<file path="config.mk">
export PLATFORM = sky130hd
export DESIGN_NAME = riscv_apu_wb_buffer_flat
export DESIGN_NICKNAME = d
export VERILOG_FILES = /design/src/rtl/riscv_apu_wb_buffer_pkg.sv /design/src/rtl/riscv_apu_wb_buffer_if.sv /design/src/rtl/riscv_apu_wb_fifo.sv /design/src/rtl/riscv_apu_wb_buffer.sv /design/src/flat_wrapper.sv
export SDC_FILE = /design/constraint.sdc
export NUM_CORES = 1
export LEC_CHECK = 0
export CORE_ASPECT_RATIO = 0.8
export CORE_MARGIN = 10
export CORE_UTILIZATION = 52
export CTS_BUF_LIST = sky130_fd_sc_hd__clkbuf_4 sky130_fd_sc_hd__clkbuf_8
export DETAILED_ROUTE_END_ITERATION = 8
export PLACE_DENSITY = 0.88
export SLEW_MARGIN = 10
export SYNTH_ARGS = -nofsm -noshare
export SYNTH_HDL_FRONTEND = slang
export SYNTH_SLANG_ARGS = --single-unit
</file>
<file path="constraint.sdc">
create_clock -name clk_i -period 6.8 [get_ports clk_i]
set_clock_uncertainty 0.1 [all_clocks]
set_input_delay 1.36 -clock clk_i [delete_from_list [all_inputs] [get_ports clk_i]]
set_output_delay 1.36 -clock clk_i [all_outputs]
set_load 0.1 [all_outputs]
</file>
<file path="src/rtl/riscv_apu_wb_buffer_pkg.sv">
`default_nettype none
// ============================================================================
// Module      : riscv_apu_wb_buffer_pkg
// Description : Shared constants and helpers for the APU writeback buffer.
//               APU_WB_DEPTH        - default number of buffered results
//               APU_REG_ADDR_WIDTH  - register-file address width
//               APU_FLAGS_WIDTH     - FP exception flag width
//               APU_NUM_READ_PORTS  - ID-stage source operands checked
// Revision    : 1.0 - initial release
// ============================================================================
package riscv_apu_wb_buffer_pkg;

    localparam int APU_WB_DEPTH       = 2;
    localparam int APU_REG_ADDR_WIDTH = 6;
    localparam int APU_FLAGS_WIDTH    = 5;
    localparam int APU_NUM_READ_PORTS = 3;

    // Pointer width for a buffer of the given depth (at least one bit).
    function automatic int apu_wb_ptr_width(input int depth);
        return (depth > 1) ? $clog2(depth) : 1;
    endfunction

endpackage
`default_nettype wire

</file>
<file path="src/rtl/riscv_apu_wb_buffer_if.sv">
`default_nettype none
// ============================================================================
// Module      : riscv_apu_wb_buffer_if
// Description : APU response channel between the dispatcher (master) and the
//               writeback buffer (slave). Signal names keep the buffer-side
//               direction suffix so they read the same as the buffer ports.
//               apu_result_valid_i - result valid
//               apu_waddr_i        - destination register
//               apu_result_i       - result data
//               apu_flags_i        - FP exception flags
//               apu_ready_o        - buffer can accept a result
// Revision    : 1.0 - initial release
// ============================================================================
interface riscv_apu_wb_buffer_if
    import riscv_apu_wb_buffer_pkg::*;
#(
    parameter int DATA_WIDTH  = 32,
    parameter int FLAGS_WIDTH = APU_FLAGS_WIDTH
);

    logic                          apu_result_valid_i;
    logic [APU_REG_ADDR_WIDTH-1:0] apu_waddr_i;
    logic [DATA_WIDTH-1:0]         apu_result_i;
    logic [FLAGS_WIDTH-1:0]        apu_flags_i;
    logic                          apu_ready_o;

    modport master (
        output apu_result_valid_i,
        output apu_waddr_i,
        output apu_result_i,
        output apu_flags_i,
        input  apu_ready_o
    );

    modport slave (
        input  apu_result_valid_i,
        input  apu_waddr_i,
        input  apu_result_i,
        input  apu_flags_i,
        output apu_ready_o
    );

endinterface
`default_nettype wire

</file>
<file path="src/rtl/riscv_apu_wb_fifo.sv">
`default_nettype none
// ============================================================================
// Module      : riscv_apu_wb_fifo
// Description : In-order result storage for the APU writeback buffer.
//               Holds waddr/data (and flags when APU_WB_FLAGS_EN is defined),
//               head/tail pointers and occupancy count. Exposes per-entry
//               destination and valid vectors for the ID-stage hazard check.
//               Ports: clk_i, rst_ni (async, active-low), push_i/waddr_i/
//               data_i/flags_i (write side), pop_i (drain head), head_*_o,
//               empty_o, full_o, entry_waddr_o, entry_valid_o.
//               Configuration macro: APU_WB_FLAGS_EN.
// Revision    : 1.0 - initial release
// ============================================================================
module riscv_apu_wb_fifo
    import riscv_apu_wb_buffer_pkg::*;
#(
    parameter int DATA_WIDTH  = 32,
    parameter int FLAGS_WIDTH = APU_FLAGS_WIDTH,
    parameter int DEPTH       = APU_WB_DEPTH   // 2 or 4
) (
    input  logic                                      clk_i,
    input  logic                                      rst_ni,
    input  logic                                      push_i,
    input  logic [APU_REG_ADDR_WIDTH-1:0]             waddr_i,
    input  logic [DATA_WIDTH-1:0]                     data_i,
    input  logic [FLAGS_WIDTH-1:0]                    flags_i,
    input  logic                                      pop_i,
    output logic [APU_REG_ADDR_WIDTH-1:0]             head_waddr_o,
    output logic [DATA_WIDTH-1:0]                     head_data_o,
    output logic [FLAGS_WIDTH-1:0]                    head_flags_o,
    output logic                                      empty_o,
    output logic                                      full_o,
    output logic [DEPTH-1:0][APU_REG_ADDR_WIDTH-1:0]  entry_waddr_o,
    output logic [DEPTH-1:0]                          entry_valid_o
);

    localparam int                 c_PTR_W    = apu_wb_ptr_width(DEPTH);
    localparam int                 c_CNT_W    = $clog2(DEPTH + 1);
    localparam logic [c_PTR_W-1:0] c_PTR_LAST = c_PTR_W'(DEPTH - 1);
    localparam logic [c_CNT_W-1:0] c_CNT_FULL = c_CNT_W'(DEPTH);

    logic [c_PTR_W-1:0]                       r_head;
    logic [c_PTR_W-1:0]                       r_tail;
    logic [c_CNT_W-1:0]                       r_count;
    logic [DEPTH-1:0][APU_REG_ADDR_WIDTH-1:0] r_waddr_mem;
    logic [DEPTH-1:0][DATA_WIDTH-1:0]         r_data_mem;

    logic w_do_push;
    logic w_do_pop;

    assign empty_o   = (r_count == '0);
    assign full_o    = (r_count == c_CNT_FULL);
    assign w_do_push = push_i & ~full_o;
    assign w_do_pop  = pop_i & ~empty_o;

    function automatic logic [c_PTR_W-1:0] next_ptr(input logic [c_PTR_W-1:0] ptr);
        return (ptr == c_PTR_LAST) ? '0 : ptr + 1'b1;
    endfunction

    // Only the valid state is reset; payload storage is qualified by count.
    always_ff @(posedge clk_i or negedge rst_ni) begin
        if (!rst_ni) begin
            r_head  <= '0;
            r_tail  <= '0;
            r_count <= '0;
        end else begin
            if (w_do_push) r_tail <= next_ptr(r_tail);
            if (w_do_pop)  r_head <= next_ptr(r_head);
            case ({w_do_push, w_do_pop})
                2'b10:   r_count <= r_count + 1'b1;
                2'b01:   r_count <= r_count - 1'b1;
                default: r_count <= r_count;
            endcase
        end
    end

    always_ff @(posedge clk_i) begin
        if (w_do_push) begin
            r_waddr_mem[r_tail] <= waddr_i;
            r_data_mem[r_tail]  <= data_i;
        end
    end

    assign head_waddr_o  = r_waddr_mem[r_head];
    assign head_data_o   = r_data_mem[r_head];
    assign entry_waddr_o = r_waddr_mem;

`ifdef APU_WB_FLAGS_EN
    logic [DEPTH-1:0][FLAGS_WIDTH-1:0] r_flags_mem;

    always_ff @(posedge clk_i) begin
        if (w_do_push) r_flags_mem[r_tail] <= flags_i;
    end

    assign head_flags_o = r_flags_mem[r_head];
`else
    logic w_unused_flags;
    assign w_unused_flags = ^flags_i;
    assign head_flags_o   = '0;
`endif

    // An entry is live when its distance from the head is below the count.
    // DEPTH is a power of two, so the pointer subtraction wraps correctly.
    for (genvar i = 0; i < DEPTH; i++) begin : g_entry_valid
        logic [c_PTR_W-1:0] w_offset;
        assign w_offset         = c_PTR_W'(i) - r_head;
        assign entry_valid_o[i] = (c_CNT_W'(w_offset) < r_count);
    end

endmodule
`default_nettype wire

</file>
<file path="src/rtl/riscv_apu_wb_buffer.sv">
`default_nettype none
// ============================================================================
// Module      : riscv_apu_wb_buffer
// Description : APU result writeback buffer for register-file port B.
//               LSU writeback has priority on port B; APU results are held
//               in arrival order and drained when the port is free, with a
//               zero-latency bypass when empty. Flags buffered destinations
//               against ID-stage sources so decode can stall.
//               Ports: clk_i, rst_ni (async, active-low), apu (slave side of
//               riscv_apu_wb_buffer_if), lsu_wb_busy_i, regfile_we/waddr/
//               wdata_o, fflags_we_o, fflags_o, read_regs_0/1/2_i,
//               read_regs_valid_i, read_dep_o, empty_o, full_o, overflow_o.
//               Configuration macro: APU_WB_FLAGS_EN (per-entry FP flags).
// Revision    : 1.0 - initial release
// ============================================================================
module riscv_apu_wb_buffer
    import riscv_apu_wb_buffer_pkg::*;
#(
    parameter int DATA_WIDTH  = 32,
    parameter int FLAGS_WIDTH = APU_FLAGS_WIDTH,
    parameter int DEPTH       = APU_WB_DEPTH   // 2 or 4
) (
    input  logic                          clk_i,
    input  logic                          rst_ni,
    riscv_apu_wb_buffer_if.slave          apu,
    input  logic                          lsu_wb_busy_i,
    output logic                          regfile_we_o,
    output logic [APU_REG_ADDR_WIDTH-1:0] regfile_waddr_o,
    output logic [DATA_WIDTH-1:0]         regfile_wdata_o,
    output logic                          fflags_we_o,
    output logic [FLAGS_WIDTH-1:0]        fflags_o,
    input  logic [APU_REG_ADDR_WIDTH-1:0] read_regs_0_i,
    input  logic [APU_REG_ADDR_WIDTH-1:0] read_regs_1_i,
    input  logic [APU_REG_ADDR_WIDTH-1:0] read_regs_2_i,
    input  logic [APU_NUM_READ_PORTS-1:0] read_regs_valid_i,
    output logic                          read_dep_o,
    output logic                          empty_o,
    output logic                          full_o,
    output logic                          overflow_o
);

    logic                                     w_empty;
    logic                                     w_full;
    logic                                     w_bypass;
    logic                                     w_push;
    logic                                     w_drain;
    logic [APU_REG_ADDR_WIDTH-1:0]            w_head_waddr;
    logic [DATA_WIDTH-1:0]                    w_head_data;
    logic [FLAGS_WIDTH-1:0]                   w_head_flags;
    logic [DEPTH-1:0][APU_REG_ADDR_WIDTH-1:0] w_entry_waddr;
    logic [DEPTH-1:0]                         w_entry_valid;
    logic [APU_NUM_READ_PORTS-1:0][APU_REG_ADDR_WIDTH-1:0] w_read_regs;
    logic                                     r_overflow;

    // Bypass is gated by reset so port B is quiet while reset is held.
    assign w_bypass = rst_ni & w_empty & ~lsu_wb_busy_i & apu.apu_result_valid_i;
    assign w_push   = apu.apu_result_valid_i & ~w_bypass & ~w_full;
    assign w_drain  = ~w_empty & ~lsu_wb_busy_i;

    riscv_apu_wb_fifo #(
        .DATA_WIDTH  (DATA_WIDTH),
        .FLAGS_WIDTH (FLAGS_WIDTH),
        .DEPTH       (DEPTH)
    ) u_fifo (
        .clk_i         (clk_i),
        .rst_ni        (rst_ni),
        .push_i        (w_push),
        .waddr_i       (apu.apu_waddr_i),
        .data_i        (apu.apu_result_i),
        .flags_i       (apu.apu_flags_i),
        .pop_i         (w_drain),
        .head_waddr_o  (w_head_waddr),
        .head_data_o   (w_head_data),
        .head_flags_o  (w_head_flags),
        .empty_o       (w_empty),
        .full_o        (w_full),
        .entry_waddr_o (w_entry_waddr),
        .entry_valid_o (w_entry_valid)
    );

    assign empty_o         = w_empty;
    assign full_o          = w_full;
    // Registered count only: no path from lsu_wb_busy_i to ready.
    assign apu.apu_ready_o = ~w_full;

    // Port B mux. A non-empty buffer always wins over the input so results
    // leave in arrival order; idle outputs are forced to zero.
    always_comb begin
        regfile_we_o    = 1'b0;
        regfile_waddr_o = '0;
        regfile_wdata_o = '0;
        if (w_drain) begin
            regfile_we_o    = 1'b1;
            regfile_waddr_o = w_head_waddr;
            regfile_wdata_o = w_head_data;
        end else if (w_bypass) begin
            regfile_we_o    = 1'b1;
            regfile_waddr_o = apu.apu_waddr_i;
            regfile_wdata_o = apu.apu_result_i;
        end
    end

`ifdef APU_WB_FLAGS_EN
    assign fflags_we_o = regfile_we_o;
    always_comb begin
        fflags_o = '0;
        if (w_drain)       fflags_o = w_head_flags;
        else if (w_bypass) fflags_o = apu.apu_flags_i;
    end
`else
    logic w_unused_head_flags;
    assign w_unused_head_flags = ^w_head_flags;
    assign fflags_we_o         = 1'b0;
    assign fflags_o            = '0;
`endif

    // Hazard check covers stored entries only; the bypassing result is
    // written this cycle and needs no stall. A draining head still counts.
    assign w_read_regs = {read_regs_2_i, read_regs_1_i, read_regs_0_i};

    always_comb begin
        read_dep_o = 1'b0;
        for (int e = 0; e < DEPTH; e++) begin
            for (int k = 0; k < APU_NUM_READ_PORTS; k++) begin
                if (w_entry_valid[e] && read_regs_valid_i[k] &&
                    (w_read_regs[k] == w_entry_waddr[e])) begin
                    read_dep_o = 1'b1;
                end
            end
        end
    end

    // Sticky: a result that arrives while full is lost, so keep a record.
    always_ff @(posedge clk_i or negedge rst_ni) begin
        if (!rst_ni) begin
            r_overflow <= 1'b0;
        end else if (apu.apu_result_valid_i && w_full) begin
            r_overflow <= 1'b1;
        end
    end

    assign overflow_o = r_overflow;

endmodule
`default_nettype wire

</file>
<file path="src/flat_wrapper.sv">
// flat-port wrapper written by rule: the top's interface ports become plain ports
module riscv_apu_wb_buffer_flat import riscv_apu_wb_buffer_pkg::*;
#(
    parameter int DATA_WIDTH  = 32,
    parameter int FLAGS_WIDTH = APU_FLAGS_WIDTH,
    parameter int DEPTH       = APU_WB_DEPTH            
)
  (clk_i, rst_ni, lsu_wb_busy_i, regfile_we_o, regfile_waddr_o, regfile_wdata_o, fflags_we_o, fflags_o, read_regs_0_i, read_regs_1_i, read_regs_2_i, read_regs_valid_i, read_dep_o, empty_o, full_o, overflow_o, apu_apu_result_valid_i, apu_apu_waddr_i, apu_apu_result_i, apu_apu_flags_i, apu_apu_ready_o);
  riscv_apu_wb_buffer_if #(.DATA_WIDTH(DATA_WIDTH), .FLAGS_WIDTH(FLAGS_WIDTH)) apu_i ();
  input  logic clk_i;
  input  logic rst_ni;
  input  logic lsu_wb_busy_i;
  output logic regfile_we_o;
  output logic [APU_REG_ADDR_WIDTH-1:0] regfile_waddr_o;
  output logic [DATA_WIDTH-1:0] regfile_wdata_o;
  output logic fflags_we_o;
  output logic [FLAGS_WIDTH-1:0] fflags_o;
  input  logic [APU_REG_ADDR_WIDTH-1:0] read_regs_0_i;
  input  logic [APU_REG_ADDR_WIDTH-1:0] read_regs_1_i;
  input  logic [APU_REG_ADDR_WIDTH-1:0] read_regs_2_i;
  input  logic [APU_NUM_READ_PORTS-1:0] read_regs_valid_i;
  output logic read_dep_o;
  output logic empty_o;
  output logic full_o;
  output logic overflow_o;
  input wire logic [$bits(apu_i.apu_result_valid_i)-1:0] apu_apu_result_valid_i;
  input wire logic [$bits(apu_i.apu_waddr_i)-1:0] apu_apu_waddr_i;
  input wire logic [$bits(apu_i.apu_result_i)-1:0] apu_apu_result_i;
  input wire logic [$bits(apu_i.apu_flags_i)-1:0] apu_apu_flags_i;
  output wire logic [$bits(apu_i.apu_ready_o)-1:0] apu_apu_ready_o;
  assign apu_i.apu_result_valid_i = apu_apu_result_valid_i;
  assign apu_i.apu_waddr_i = apu_apu_waddr_i;
  assign apu_i.apu_result_i = apu_apu_result_i;
  assign apu_i.apu_flags_i = apu_apu_flags_i;
  assign apu_apu_ready_o = apu_i.apu_ready_o;
  riscv_apu_wb_buffer #(.DATA_WIDTH(DATA_WIDTH), .FLAGS_WIDTH(FLAGS_WIDTH), .DEPTH(DEPTH)) u_core (.clk_i(clk_i), .rst_ni(rst_ni), .apu(apu_i), .lsu_wb_busy_i(lsu_wb_busy_i), .regfile_we_o(regfile_we_o), .regfile_waddr_o(regfile_waddr_o), .regfile_wdata_o(regfile_wdata_o), .fflags_we_o(fflags_we_o), .fflags_o(fflags_o), .read_regs_0_i(read_regs_0_i), .read_regs_1_i(read_regs_1_i), .read_regs_2_i(read_regs_2_i), .read_regs_valid_i(read_regs_valid_i), .read_dep_o(read_dep_o), .empty_o(empty_o), .full_o(full_o), .overflow_o(overflow_o));
endmodule
</file>
==> results of run 1 <==
==> flip-flops by register name, summed over array words and instances, names as in the netlist <==
register,count
u_core.u_fifo.r_count,2
u_core.u_fifo.r_data_mem,64
u_core.u_fifo.entry_waddr_o,12
u_core.overflow_o,1
u_core.u_fifo.r_head,1
u_core.u_fifo.r_tail,1
==> cell type report <==
type,instances,area share (%)
clock inverters,5,0.793
well taps,90,2.23
multi-input cells,191,26.6
inverters,6,0.446
flip-flops and latches,81,47.7
clock buffers,10,2.60
repair buffers,109,19.6
==> final timing paths <==
| path | from | to | slack, ns |
|---|---|---|---|
| max in group asynchronous | rst_ni | u_core.u_fifo.r_head | 5.17 |
| worst min-delay path | u_core.overflow_o | u_core.overflow_o | 0.37 |
| min in group asynchronous | rst_ni | u_core.overflow_o | 1.16 |
| worst min register to register | u_core.overflow_o | u_core.overflow_o | 0.37 |
| worst max-delay path | read_regs_0_i[2] | read_dep_o | 1.33 |
| worst max register to register | u_core.u_fifo.r_count[1] | u_core.u_fifo.r_data_mem[19] | 4.40 |
==> per-stage QoR <==
stage / util, % / hold WS [ns]
after floorplan: - / 0.368
after CTS: 68.9 / 0.375
after global routing: 68.9 / 0.403
final: 68.9 / 0.370
after global placement: 66.6 / 0.343
after detailed placement: 66.6 / 0.356
==> power by group through the flow <==
stage,sequential [W],combinational [W],clock [W]
global placement,0.000771,0.00127,0
floorplan,0.000736,0.00103,0
finish,0.000766,0.00127,0.000312
CTS,0.000768,0.00128,0.000318
global route,0.000779,0.00133,0.000344
detailed placement,0.000779,0.00128,0
==> routing by layer <==
metal	wire length [um]	part of all wire (%)	GRT usage (%)	vias up
met2	4270	46	25.8	104
met3	969	11	7.04	6
met1	3920	43	20.0	1233
met4	38	0.41	2.88	0
li1	-	-	-	1258
met5	0	0	0	-
==> placed cells by master (no fill, tap or decap), types with 4 or more instances in the layout <==
cell / instances
edfxtp_1: 76
clkdlybuf4s50_1: 68
buf_4: 41
nand2_1: 40
mux2i_1: 38
xnor2_1: 22
o21ai_0: 19
xor2_1: 19
o21ai_2: 10
o21ai_1: 10
clkbuf_8: 9
nand4_1: 6
nor4_1: 6
conb_1: 6
inv_1: 5
dfrtp_1: 4
==> cell families after synthesis <==
logic type	synth area share, %
fa+ha+maj	0.324
simple gates	7.12
buf+inv	3.98
other cells	0.0970
compound gates	7.06
flops	62.3
mux	9.84
xor+xnor	9.29
==> metrics.md, run 1 <==
| Metric | Value |
|---|---|
| Number of global-route vias before repair | `2745` |
| Combinational share of power | `54.1%` |
| Max-slew violations | `0` |
| Post-synth top area cell | `edfxtp_1` |
| Post-cts gate resize count | `0` |
| Critical Path Sink Type | `primary output` |
| Power Density | `465 nW/um^2` |
| Total vias in the final route | `2601` |
| First drt pass iteration count | `4` |
| Synth top area cells | `edfxtp_1 59%, mux2i_1 9.8%, xnor2_1 5.0%` |
| P&R area growth vs syn | `30.6%` |
| Sequential group share of total power | `32.6%` |
| Clk pwr share | `13.3%` |
| Hold-fix buffers at CTS | `0` |
| Clk root buf | `clkbuf_8` |
| Reg2Reg Depth | `3` |
| Final HPWL DP | `6520 um` |
| Synth cell types | `29` |
| Worst-path cell chain | `clkdlybuf4s50_1 > xnor2_1 > nand4_1 > nor4_1 > o32ai_1 > a21oi_1 > clkdlybuf4s50_1` |
| Synth async-reset ratio | `6.17%` |
| Die area | `11300 um^2` |
| Leakage | `1.86 nW` |
| CP top delay family | `buffers and inverters` |
| DP Cell Count | `477` |
| RSZ-0062 raised after global routing | `no` |
| Nets | `467` |
| Total CTS buffers | `9` |
| Min-Delay Path Depth | `1` |
| Critical Path Most Common Cell | `clkdlybuf4s50_1` |
| Worst EP required | `5.34 ns` |
| Crit-path max FO | `2` |
| Fmax | `183 MHz` |
| Setup_tns | `0 ns` |
| Wirelength, routed | `9200 um` |
| Fillers | `533` |
| Internal Power | `0.00113 W` |
| Tmin final | `5.47 ns` |
| # Max-Cap Violations | `0` |
| Pre-CTS WS | `1.33 ns` |
| Tot Pwr | `0.00235 W` |
| Yosys reg bits | `81` |
| CTS tree | `yes` |
| Drc violations | `0` |
| Slack of the critical path | `1.33 ns` |
| Crit path launch type | `input port` |
| Clock transition at the registers of the reported paths | `0.08 ns` |
| Setup Buffers After CTS | `0` |
| # setup viols final | `0` |
| Total GRT Usage | `16.2%` |
| Layout cell share with drive strength beyond 1 | `18.2%` |
| Ant. Diodes | `0` |
| Critical Path Max Stage Delay | `1.16 ns` |
| Post-synth EDFFs | `76` |
| Core ar. | `7320 um^2` |
| Period utilisation layout | `80.4%` |
| Grt total ovfl | `0` |
| Htree depth | `3` |
| NetSw | `0.00122 W` |
| CP bufs+invs | `2` |
| Antenna violations before repair | `0` |
| Top-count cell post-synth | `edfxtp_1` |
| CTS Buffer Depth | `2` |
| Outcome | `finished, final reports clean` |
| Synth Flop Type | `edfxtp_1` |
| Pin count of the biggest net entering global routing | `39` |
| Slowest cell on the critical path | `clkdlybuf4s50_1` |
| Antenna Nets Post-Route | `0` |
| Die Y | `97.1 um` |
| Yosys Warn Count | `0` |
| Die Wd | `116 um` |
| Starting density of the core | `52.8%` |
| Synth Cell Area | `3860 um^2` |
| Worst-margin pin slew | `1.15 ns` |
| Seq/Total Area, Yosys | `62.3%` |
| Worst-Skew Late Latency | `0.34 ns` |
| Worst path depth | `7` |
| Avg Inst Size Synth | `13.2 um^2` |
| 1st-iter DRT viols | `90` |
| Post-synth top area share | `59.0%` |
| Syn Inst Count | `292` |
| First-pass GRT wire length | `14300 um` |
| CP arrival | `4.01 ns` |
| Final Hold Viols | `0` |
| Hold Crit Class | `reg -> reg` |
| Post-DP Area | `4880 um^2` |
| Clock Sinks | `81` |
| Fin cells | `492` |
| Worst slew margin | `23.5%` |
| Routability Congestion | `0.858` |
| Post-DR wirelength/cell | `18.7 um` |
| Storage cell area | `2410 um^2` |
| Net Sw Frac | `51.9%` |
| Row count | `28` |
| Critical path type | `in -> out` |
| Post-route design area | `5050 um^2` |
| Ports | `118` |
| VDD IR-drop max | `0.280 mV` |
| Vias per cell | `5.29` |
| Area of the multi-input gates | `1340 um^2` |
| IO buf count | `106` |
| Commonest cells in the netlist | `76 x edfxtp_1, 40 x nand2_1, 38 x mux2i_1` |
No activity file was read; power rests on OpenSTA's default activity.
==> run 2: changes to the inputs <==
Settings changed: CORE_UTILIZATION 52 to 49, PLACE_DENSITY 0.88 to 0.83.
Clock period 6.8 ns to 5.2 ns, I/O delays scaled along.
==> run 2 against run 1 <==
  * Critical path depth decreased by 1
  * Combinational power increased by 44%
  * Die area increased by 5.0%
  * Utilization increased by 2.2 points
  * Wire length decreased by 0.18%
==> metrics.md, run 2 (same netlist as run 1, synthesis figures left out) <==
| Metric | Value |
|---|---|
| Total GRT Usage | `15.5%` |
| Antenna violations before repair | `0` |
| Starting density of the core | `51.3%` |
| Fin util | `71.1%` |
| RSZ-0062 raised after global routing | `no` |
| Worst slew margin | `23.4%` |
| Post-DR wirelength/cell | `18.0 um` |
| Reg2reg setup slack | `2.80 ns` |
| Die Wd | `119 um` |
| Drc violations | `0` |
| Die Y | `99.4 um` |
| # Max-Cap Violations | `0` |
| Die area | `11900 um^2` |
| CP arrival | `3.01 ns` |
| Post-cts gate resize count | `0` |
| Outcome | `finished, final reports clean` |
| Worst EP required | `4.06 ns` |
| Area of the multi-input gates | `1340 um^2` |
| VDD IR-drop max | `0.382 mV` |
| Worst-Skew Late Latency | `0.34 ns` |
| Routability Congestion | `0.933` |
| Ant. Diodes | `0` |
| Reg2Reg Depth | `3` |
| Vias per cell | `5.18` |
| CTS Buffer Depth | `2` |
| Wirelength, routed | `9180 um` |
| Setup Buffers After CTS | `0` |
| Final HPWL DP | `6650 um` |
| Leakage | `1.96 nW` |
| R2r endpoint | `u_core.u_fifo.r_data_mem[63]` |
| First drt pass iteration count | `4` |
| Storage cell area | `2410 um^2` |
| Worst-margin pin slew | `1.15 ns` |
| Pin count of the biggest net entering global routing | `39` |
| Total vias in the final route | `2637` |
| Reg-to-Reg Start | `u_core.u_fifo.r_count[1]` |
| Commonest cells after routing, fill and taps aside | `76 x edfxtp_1, 66 x clkdlybuf4s50_1, 40 x nand2_1` |
| Tmin final | `4.15 ns` |
| Total CTS buffers | `9` |
| Htree depth | `3` |
| Largest Register | `u_core.u_fifo.r_data_mem` |
| Critical path type | `in -> out` |
| 1st-iter DRT viols | `111` |
| First-pass GRT wire length | `14800 um` |
| Fillers | `535` |
| Fmax | `241 MHz` |
| Final Hold Viols | `0` |
| Ports | `118` |
| Critical Path Sink Type | `primary output` |
| Max reg flops | `64` |
| Hold-fix buffers at CTS | `0` |
| Tot Pwr | `0.00328 W` |
| Min-Delay Path Depth | `1` |
| Power Density | `613 nW/um^2` |
| Clock transition at the registers of the reported paths | `0.08 ns` |
| Layout cell share with drive strength beyond 1 | `18.8%` |
| Hold WS | `0.374 ns` |
| Crit-path max FO | `23` |
| Nets | `468` |
| Clk root buf | `clkbuf_8` |
| Hold path endpoint | `u_core.overflow_o` |
| Hold Crit Class | `reg -> reg` |
| Grt total ovfl | `0` |
| Hold Startpoint | `u_core.overflow_o` |
| CTS tree | `yes` |
| Crit path launch type | `input port` |
| Antenna Nets Post-Route | `0` |
| Core ar. | `7530 um^2` |
| Period utilisation layout | `79.9%` |
| P&R area growth vs syn | `38.7%` |
| # setup viols final | `0` |
| Clock Sinks | `81` |
| Row count | `28` |
| Max-slew violations | `0` |
| Number of global-route vias before repair | `2802` |
| Most common cell after layout, fill and taps aside | `edfxtp_1` |
| Setup_tns | `0 ns` |
| IO buf count | `106` |
-- run 2: cell types whose count changed in the layout (fill, tap and decap cells not counted), sizes merged --
cell	previous run	this run
buf	41	44
bufinv	0	1
clkdlybuf4s50	68	66
clkinv	0	3
clkinvlp	3	1
inv	8	7
-- run 2: worst max-delay path by stage --
stage                       start  cells past startpoint                   to
floorplan           lsu_wb_busy_i                      4   regfile_waddr_o[3]
global placement    lsu_wb_busy_i                      6  regfile_wdata_o[25]
detailed placement  lsu_wb_busy_i                      6  regfile_wdata_o[23]
CTS                 lsu_wb_busy_i                      6  regfile_wdata_o[23]
global route        lsu_wb_busy_i                      6  regfile_wdata_o[23]
finish              lsu_wb_busy_i                      6  regfile_wdata_o[25]
-- run 2: metrics by stage --
stage / setup slack [ns] / cells / area (um^2)
2_1_floorplan: 0.609 / 297 / 3880
3_3_place_gp: 1.09 / 493 / 5160
3_5_place_dp: 1.03 / 493 / 5160
4_1_cts: 1.02 / 509 / 5360
5_1_grt: 0.896 / 509 / 5360
6_report: 1.05 / 509 / 5360
-- run 2: final cells by class --
cell class | instances | share of cell area, %
tap | 105 | 2.45
multi-input combinational | 191 | 25.1
sequential | 81 | 44.9
clock inverter | 6 | 1.26
timing repair buffer | 110 | 23.4
clock buffer | 10 | 2.45
inverter | 6 | 0.420
-- run 2: worst max-delay path, stage by stage --
cell and delay, ns:
clkdlybuf4s50_1 0.55, inv_1 0.08, nand2_1 0.45, buf_4 0.42, o21ai_0 0.24, buf_12 0.22
-- run 2: report_power, final --
group | total, W | internal, W | leakage, nW | switching (W)
combinational | 0.00183 | 0.000545 | 1.11 | 0.00129
clock | 0.000454 | 0.000229 | 0.0979 | 0.000225
sequential | 0.000996 | 0.000889 | 0.758 | 0.000107
total | 0.00328 | 0.00166 | 1.96 | 0.00162
-- run 2: layer usage --
layer  vias to the layer above  wire length [um]  global-route usage (%)
met4                         0                90                    4.54
met2                       100              4270                    24.7
li1                       1262                 -                       -
met5                         -                 0                       0
met1                      1265              4060                    19.3
met3                        10               763                    5.82
==> RTL edit (config.mk and constraints of run 2) <==
Build with the macro `APU_WB_FLAGS_EN` defined.
--- a/src/rtl/riscv_apu_wb_fifo.sv
+++ b/src/rtl/riscv_apu_wb_fifo.sv
@@ -13,2 +13,4 @@
 // ============================================================================
+`define APU_WB_FLAGS_EN
+
 module riscv_apu_wb_fifo
Formal check against the unedited RTL: not equivalent (Yosys sat finds a counterexample within 4 cycles, from zero or initial values and one cycle with rst_ni low).
==> RTL edit against run 2 <==
Highest routed layer unchanged; sequential cell count increased by 10; worst hold slack got worse by 0.011 ns; sequential power increased by 12%; setup slack got worse by 0.012 ns; routed wire length increased by 9.2%; cell area increased by 3.8%; sequential share of layout area increased by 3.8 points; largest cell class unchanged; via count increased by 8.5%; total power increased by 2.9%; synthesized area increased by 7.8%; maximum frequency decreased by 0.28%.
==> RTL edit: results (changes against run 2) <==
Power and ir drop
  – Sw Share: 51.5% (+2.1 points)
  – Internal power: 1.64 mW (-1.4%)
  – Peak supply drop: 0.457 mV (+20%)
  – Leak: 2.04 nW (+3.7%)
  – Clock share of power: 12.6% (-1.2 points)

Global routing
  – M1 GR Usage: 19.7% (+0.47 points)
  – First-pass GRT wire length: 15,400 um (+4.0%)
  – Global Route Usage Sum: 15.7% (+0.19 points)
  – GR Layer Usage met3: 5.29% (-0.53 points)
  – Largest net degree at the start of global routing: 45 (+15%)

Detailed routing
  – Met2 WL: 4850 um (+14%)
  – Met3 Wirelength: 654 um (-14%)
  – Initial DRC Count: 158 (+42%)
  – Routed WL per cell: 18.5 um (+2.6%)
  – Wl on met1: 4420 um (+9.1%)

Worst setup path
  – Max incr delay on CP: 0.64 ns (+0.09 ns)
  – Timing endpoint of the critical path: regfile_wdata_o[15]
  – Worst Reg2Reg Path Length in Cells: 4 (+1)
  – Worst setup path startpoint: rst_ni
  – Reg-to-reg endpoint: u_core.u_fifo.r_data_mem[37]$_DFFE_PP_
  – R2r setup slk: 2.67 ns (-0.13 ns)

Placement
  – GP Congestion: 0.830 (-11%)
  – Placed Area: 5380 sq um (+4.3%)
  – Post-DP HPWL: 7220 um (+8.6%)
  – IO buf count: 117 (+10%)

Timing
  – Max_slew headroom: 32.4% (+9.1 points)

Outcome
  – Status: finished, final reports clean

Layout
  – FILL cells: 605 (+13%)
  – Final net count: 498 (+6.4%)
  – Layout Cells excl Fill: 542 (+6.5%)

Synth
  – Synth unique cells: 24 (-17%)
  – Seq/Total Area, Yosys: 65.0% (+2.7 points)
  – Mapped Avg Cell Area: 13.4 sq um (+0.86%)
[RTL edit: changes by cell type in the layout (fill, tap and decap cells not counted), sizes merged, moves of 2 or more]
| cell | change |
|---|---|
| clkdlybuf4s50 | +5 |
| nand2 | +4 |
| conb | -6 |
| mux2i | +5 |
| edfxtp | +10 |
| o21ai | +6 |
| clkinv | -2 |
| clkinvlp | +2 |
| buf | +7 |
[RTL edit: kinds of logic after synthesis]
group,synth area share (%)
xor gates and xnor gates,8.62
adders and majority gates,0.300
muxes,10.3
AOI/OAI and AO/OA,6.22
buffers and inverters,2.31
DFF,65.0
and+or+nand+nor,7.21
[RTL edit: layout make-up]
type / count / area (sq um) / area share, %
Tap cell: 108 / 135 / 2.43
Clock inverter: 5 / 40.0 / 0.720
Sequential cell: 91 / 2710 / 48.7
Clock buffer: 11 / 139 / 2.50
Multi-Input combinational cell: 200 / 1390 / 25.0
Inverter: 5 / 18.8 / 0.338
Timing Repair Buffer: 122 / 1130 / 20.3
